`src/rtl/pong_pkg.sv`:
```
// Shared definitions for the Pong match sequencer: state codes, port widths
// and the single-digit BCD increment used by the score counter.
package pong_pkg;

   localparam int STATE_W = 3;
   localparam int SCORE_W = 12;
   localparam int LIVES_W = 3;
   localparam int SPEED_W = 2;
   localparam int CNT_W   = 8;

   typedef enum logic [STATE_W-1:0] {
      ST_ATTRACT = 3'd0,
      ST_SERVE   = 3'd1,
      ST_PLAY    = 3'd2,
      ST_MISS    = 3'd3,
      ST_OVER    = 3'd4
   } state_e;

   // Next value of one BCD digit; 9 rolls to 0, the caller handles the carry.
   function automatic logic [3:0] bcd_digit_inc(input logic [3:0] d);
      return (d == 4'd9) ? 4'd0 : d + 4'd1;
   endfunction

endpackage

```
`src/rtl/pong_match_ctrl_bcd.sv`:
```
// bcd_counter3: three-digit BCD score counter that saturates at 999.
// clear has priority over inc; the output is the counter register itself.
module bcd_counter3
   import pong_pkg::*;
(
   input  logic               clk25,
   input  logic               reset,
   input  logic               clear,
   input  logic               inc,
   output logic [SCORE_W-1:0] value
);

   logic [SCORE_W-1:0] value_q;
   logic [SCORE_W-1:0] value_d;
   logic [SCORE_W-1:0] inc_value;
   logic [2:0]         carry;
   logic               saturated;

   assign saturated = (value_q == 12'h999);
   assign carry[0]  = inc & ~saturated;

   // Ripple the carry through the digits, ones first.
   genvar gi;
   generate
      for (gi = 0; gi < 3; gi++) begin : g_digit
         assign inc_value[4*gi +: 4] = carry[gi] ? bcd_digit_inc(value_q[4*gi +: 4])
                                                 : value_q[4*gi +: 4];
         if (gi < 2) begin : g_carry
            assign carry[gi+1] = carry[gi] & (value_q[4*gi +: 4] == 4'd9);
         end
      end
   endgenerate

   always_comb begin
      value_d = value_q;
      if (clear) begin
         value_d = '0;
      end else begin
         value_d = inc_value;
      end
   end

   always_ff @(posedge clk25) begin
      if (reset) begin
         value_q <= '0;
      end else begin
         value_q <= value_d;
      end
   end

   assign value = value_q;

endmodule

```
`src/rtl/pong_match_ctrl.sv`:
```
// Match-level sequencer for Pong: attract / serve / play / miss / over.
// Optional ball speed-up on sustained rallies is enabled with PONG_SPEEDUP_EN.
module pong_match_ctrl
   import pong_pkg::*;
#(
   parameter int LIVES        = 3,
   parameter int SERVE_FRAMES = 60,
   parameter int MISS_FRAMES  = 63
) (
   input  logic               clk25,
   input  logic               reset,
   input  logic               frame_tick,
   input  logic               start_btn,
   input  logic               hit_evt,
   input  logic               miss_evt,
   output logic               ball_reset,
   output logic               freeze,
   output logic               miss_flash,
   output logic [SCORE_W-1:0] score,
   output logic [LIVES_W-1:0] lives,
   output logic [STATE_W-1:0] state,
   output logic [SPEED_W-1:0] speed
);

   localparam logic [CNT_W-1:0]   SERVE_CNT  = CNT_W'(SERVE_FRAMES);
   localparam logic [CNT_W-1:0]   MISS_CNT   = CNT_W'(MISS_FRAMES);
   localparam logic [LIVES_W-1:0] LIVES_INIT = LIVES_W'(LIVES);

   state_e             state_q, state_d;
   logic [CNT_W-1:0]   cnt_q, cnt_d;
   logic [LIVES_W-1:0] lives_q, lives_d;
   logic               freeze_q, freeze_d;
   logic               ball_reset_q, ball_reset_d;
   logic               miss_flash_q, miss_flash_d;
   logic               sync1_q, sync2_q, sync3_q, start_p_q;
   logic               score_clr;
   logic               hit_acc;

   // Button synchronizer and registered rising-edge pulse.
   always_ff @(posedge clk25) begin
      if (reset) begin
         sync1_q   <= 1'b0;
         sync2_q   <= 1'b0;
         sync3_q   <= 1'b0;
         start_p_q <= 1'b0;
      end else begin
         sync1_q   <= start_btn;
         sync2_q   <= sync1_q;
         sync3_q   <= sync2_q;
         start_p_q <= sync2_q & ~sync3_q;
      end
   end

   always_ff @(posedge clk25) begin
      if (reset) begin
         state_q <= ST_ATTRACT;
         cnt_q   <= '0;
         lives_q <= LIVES_INIT;
      end else begin
         state_q <= state_d;
         cnt_q   <= cnt_d;
         lives_q <= lives_d;
      end
   end

   always_comb begin
      state_d   = state_q;
      cnt_d     = cnt_q;
      lives_d   = lives_q;
      score_clr = 1'b0;
      hit_acc   = 1'b0;
      case (state_q)
         ST_ATTRACT, ST_OVER: begin
            if (start_p_q) begin
               state_d   = ST_SERVE;
               cnt_d     = SERVE_CNT;
               lives_d   = LIVES_INIT;
               score_clr = 1'b1;
            end
         end
         ST_SERVE: begin
            if (frame_tick) begin
               if (cnt_q == 8'd1) begin
                  state_d = ST_PLAY;
               end else begin
                  cnt_d = cnt_q - 8'd1;
               end
            end
         end
         ST_PLAY: begin
            // A miss in the same cycle as a hit discards the hit.
            if (miss_evt) begin
               state_d = ST_MISS;
               cnt_d   = MISS_CNT;
               lives_d = (lives_q != '0) ? lives_q - 3'd1 : lives_q;
            end else if (hit_evt) begin
               hit_acc = 1'b1;
            end
         end
         ST_MISS: begin
            if (frame_tick) begin
               if (cnt_q == 8'd1) begin
                  if (lives_q == '0) begin
                     state_d = ST_OVER;
                  end else begin
                     state_d = ST_SERVE;
                     cnt_d   = SERVE_CNT;
                  end
               end else begin
                  cnt_d = cnt_q - 8'd1;
               end
            end
         end
         default: begin
            state_d = ST_ATTRACT;
         end
      endcase
   end

   // Level outputs are decoded from the next state so they change with it.
   always_comb begin
      freeze_d     = 1'b1;
      ball_reset_d = 1'b1;
      miss_flash_d = 1'b0;
      case (state_d)
         ST_PLAY: begin
            freeze_d     = 1'b0;
            ball_reset_d = 1'b0;
         end
         ST_MISS: begin
            ball_reset_d = 1'b0;
            miss_flash_d = 1'b1;
         end
         default: begin
            freeze_d     = 1'b1;
         end
      endcase
   end

   always_ff @(posedge clk25) begin
      if (reset) begin
         freeze_q     <= 1'b1;
         ball_reset_q <= 1'b1;
         miss_flash_q <= 1'b0;
      end else begin
         freeze_q     <= freeze_d;
         ball_reset_q <= ball_reset_d;
         miss_flash_q <= miss_flash_d;
      end
   end

   bcd_counter3 u_score (
      .clk25 (clk25),
      .reset (reset),
      .clear (score_clr),
      .inc   (hit_acc),
      .value (score)
   );

`ifdef PONG_SPEEDUP_EN
   logic [2:0]         hit_cnt_q, hit_cnt_d;
   logic [SPEED_W-1:0] speed_q, speed_d;
   logic               serve_entry;

   assign serve_entry = (state_d == ST_SERVE) && (state_q != ST_SERVE);

   // Every eighth accepted hit bumps the speed level, up to 3.
   always_comb begin
      hit_cnt_d = hit_cnt_q;
      speed_d   = speed_q;
      if (serve_entry) begin
         hit_cnt_d = '0;
         speed_d   = '0;
      end else if (hit_acc) begin
         hit_cnt_d = hit_cnt_q + 3'd1;
         if ((hit_cnt_q == 3'd7) && (speed_q != 2'd3)) begin
            speed_d = speed_q + 2'd1;
         end
      end
   end

   always_ff @(posedge clk25) begin
      if (reset) begin
         hit_cnt_q <= '0;
         speed_q   <= '0;
      end else begin
         hit_cnt_q <= hit_cnt_d;
         speed_q   <= speed_d;
      end
   end

   assign speed = speed_q;
`else
   assign speed = '0;
`endif

   assign state      = state_q;
   assign lives      = lives_q;
   assign freeze     = freeze_q;
   assign ball_reset = ball_reset_q;
   assign miss_flash = miss_flash_q;

endmodule

```
`config.mk`:
```
export PLATFORM = sky130hd
export DESIGN_NAME = pong_match_ctrl
export DESIGN_NICKNAME = d
export VERILOG_FILES = /design/src/rtl/pong_pkg.sv /design/src/rtl/pong_match_ctrl_bcd.sv /design/src/rtl/pong_match_ctrl.sv
export SDC_FILE = /design/constraint.sdc
export NUM_CORES = 1
export LEC_CHECK = 0
export ABC_AREA = 1
export CORE_ASPECT_RATIO = 0.7
export CORE_UTILIZATION = 45
export CTS_CLUSTER_SIZE = 24
export DETAILED_ROUTE_END_ITERATION = 10
export PLACE_DENSITY = 0.65
export SYNTH_ARGS = -nofsm -noshare
export SYNTH_HDL_FRONTEND = slang
export SYNTH_HIERARCHICAL = 1
export SYNTH_SLANG_ARGS = --single-unit
```
`constraint.sdc`:
```
create_clock -name clk25 -period 1.9 [get_ports clk25]
set_input_delay 0.38 -clock clk25 [delete_from_list [all_inputs] [get_ports clk25]]
set_output_delay 0.38 -clock clk25 [all_outputs]
set_load 0.005 [all_outputs]
```
==> impl_metrics.yaml <==
logic_synthesis:
  netlist_area_um2: 1900
  syn_area_per_cell_um2: 6.76
  synth.distinct_cells: 30
  ys_seq_area_share_pct: 34.8
  synthArstFlopShare_pct: 0
  synthCells: 281
  yosys_warnings: 6
  synthFlopType: "dfxtp_1"
  synth-seq-cells: 33
  synth_edf_count: 0
place:
  dpl.hpwl_um: 3100
  portBuffers: 26
  place.gp.congestion: 0.840
  dp_cells: 360
setup_path:
  critPathCaptureType: "flop"
  crit_fanout: 4
  worst-endpoint-arrival_ns: 1.89
  ff2ff_path_depth: 11
  start_kind: "flop"
  critPathRequiredTime_ns: 2.11
  crit_type: "reg -> reg"
sta:
  whs_ns: 0.392
  fin_skew_ns: 0.0101
  rsz0062_at_grt: "false"
  fmax_ghz: 0.596
  drv_slew: 0
  tns_ns: 0
  timing.final.hold_violations: 0
  setup_violations: 0
  finalCritPeriodShare_pct: 88.4
  period_needed_ns: 1.68
floorplan:
  fp.dieW_um: 79.7
  die-height_um: 56.4
  ios: 29
  initial_utilization_pct: 47.8
  die-area_um2: 4490
  rows: 19
  core_area_um2: 3970
routing:
  drc: 0
  avgViaCountPerCell: 4.83
  vias: 1787
  drt_iter0_markers: 115
  dr.pass1.iters: 4
  drt-total-wl_um: 4010
  avgRoutedWirePerCell_um: 10.8
  drtAntennaViolNets: 0
cts:
  hold_buffers: 0
  clock-sinks: 33
  insertion_delay_ns: 0.28
  path_clk_slew_ns: 0.07
  clock_path_buffers: 2
  cts_buffers: 5
  cts_tree: "done"
  cts.htree.levels: 2
  cts_root_buf: "clkbuf_8"
global_route:
  grt_first_pass_wirelength_um: 6600
  grt-ovfl-total: 0
  grt_pass1_vias: 1458
  grt_use_total_pct: 19.6
  grt_max_degree: 14
  antenna_found_initial: 0
pwr:
  p_seq_share_pct: 46.3
  sw_frac_of_total_pct: 22.5
  power.leakage_nw: 0.948
  p_sw_mw: 0.349
  intPower_mw: 1.20
  combPwrFrac_pct: 10.2
  clockPowerShare_pct: 43.5
  peakVddDrop_v: 0.000439
  power_density_nw_per_um2: 657
final_layout:
  final_cells: 370
  drive_above_1_share_pct: 15.4
  diodes: 0
  fin_util_pct: 59.4
  fin_nets: 327
  nFillCells: 395
  areaGrowthSynthToFinish_pct: 24.2
hold_path:
  worstHoldPathCells: 1
  hold_path_class: "reg -> reg"
run_status:
  status: "completed"
flow_run:
  drv_cap: 0
==> critical path, stage by stage (launching register included) <==
cell,delay [ns]
dfxtp_1,0.32
inv_1,0.07
ha_1,0.20
ha_1,0.24
nor2_1,0.11
nand2_1,0.05
nand2_1,0.05
inv_1,0.06
a21oi_4,0.16
buf_4,0.16
nand2_1,0.06
a21oi_1,0.11
==> logic make-up after synthesis <==
logic type / share of synthesized area (%)
buffers and inverters: 10.5
other: 0.197
adder cells (fa/ha/maj): 2.64
XOR/XNOR: 1.84
AND/OR/NAND/NOR: 37.2
AO/OA/AOI/OAI: 12.8
flip-flops: 34.8
==> cell usage after synthesis, types with 2 or more instances <==
cell | number | area share (%)
nand3_2 | 3 | 1.6
dfxtp_1 | 33 | 35
nand2_1 | 63 | 12
nand2_2 | 5 | 1.6
a21oi_1 | 17 | 4.5
inv_2 | 10 | 2.0
buf_4 | 2 | 0.79
nor3_1 | 3 | 0.79
nor2_4 | 5 | 3.0
o21ai_1 | 4 | 1.1
nor2_1 | 32 | 6.3
o21ai_0 | 17 | 4.5
o211ai_1 | 2 | 0.79
nand3_1 | 14 | 3.7
nand4_1 | 9 | 3.0
inv_1 | 35 | 6.9
nor2_2 | 9 | 3.0
ha_1 | 4 | 2.6
xor2_1 | 3 | 1.4
==> cell type report <==
class                           instances  area, um2  share of cell area (%)
Sequential cell                        33        661                    28.0
Clock inverter                          1       30.0                    1.27
Timing Repair Buffer                   32        305                    12.9
Inverter                               45        169                    7.16
Clock buffer                            7       86.3                    3.66
Tap cell                               52       65.1                    2.76
Multi-Input combinational cell        200       1040                    44.2
==> final timing paths <==
| path | from | to | slack, ns |
|---|---|---|---|
| max | lives[0] | cnt_q[1] | 0.22 |
| min | sync3_q | start_p_q | 0.39 |
| max reg2reg | lives[0] | cnt_q[1] | 0.22 |
| min reg2reg | sync3_q | start_p_q | 0.39 |
==> sequential cells by signal, summed over array words and instances, names as in the netlist <==
name,flops
cnt_q,8
ball_reset,1
freeze,1
sync1_q,1
start_p_q,1
state,3
sync2_q,1
u_score/value,12
lives,3
miss_flash,1
sync3_q,1
==> per-layer routing <==
layer	share of wire (%)	track usage [%]	wire (um)
met1	57	31.6	2270
met2	36	22.6	1460
met3	6.0	4.88	242
met4	0.77	9.35	31
met5	0	0	0
==> through the flow <==
stage	setup slack (ns)	instance area [um2]	total power, mW
after floorplan	0.310	1900	0.839
after global placement	0.152	2230	0.886
after detailed placement	0.138	2230	0.887
after CTS	0.136	2340	1.57
after global routing	0.0799	2360	1.63
final	0.221	2360	1.55
==> cells in the final DEF (no fill, tap or decap) <==
cell type and n:
a21oi_4 1, ha_1 4, inv_1 35, nor3_1 3, xor2_1 3, buf_4 6, o21ai_1 4, o21ai_2 1
bufinv_16 1, nand2_4 1, nand2_2 5, and2_1 1, o211ai_1 2, o21ai_0 17, inv_2 10, clkdlybuf4s50_1 26
clkbuf_1 1, nor2_4 5, xnor2_1 1, nand3_2 3, clkbuf_8 6, dfxtp_1 33, nor2_2 9, nand2_1 63
nor2_1 32, a21oi_1 17, nand3_4 1, o22ai_1 1, a22oi_1 1, nand4_1 9, nand3_1 14, conb_1 2
==> power by group through the flow <==
stage / Clock [mW] / Sequential, mW / Combinational (mW)
floorplan: 0 / 0.732 / 0.107
global placement: 0 / 0.734 / 0.152
detailed placement: 0 / 0.734 / 0.153
CTS: 0.697 / 0.718 / 0.154
global route: 0.727 / 0.720 / 0.179
finish: 0.674 / 0.718 / 0.157
==> timing repair <==
item / in CTS / in global routing
setup endpoints to repair: 0 / 4
gates resized for setup: 0 / 0
setup buffers: 0 / 2
Power figures use the tool's default switching activity.
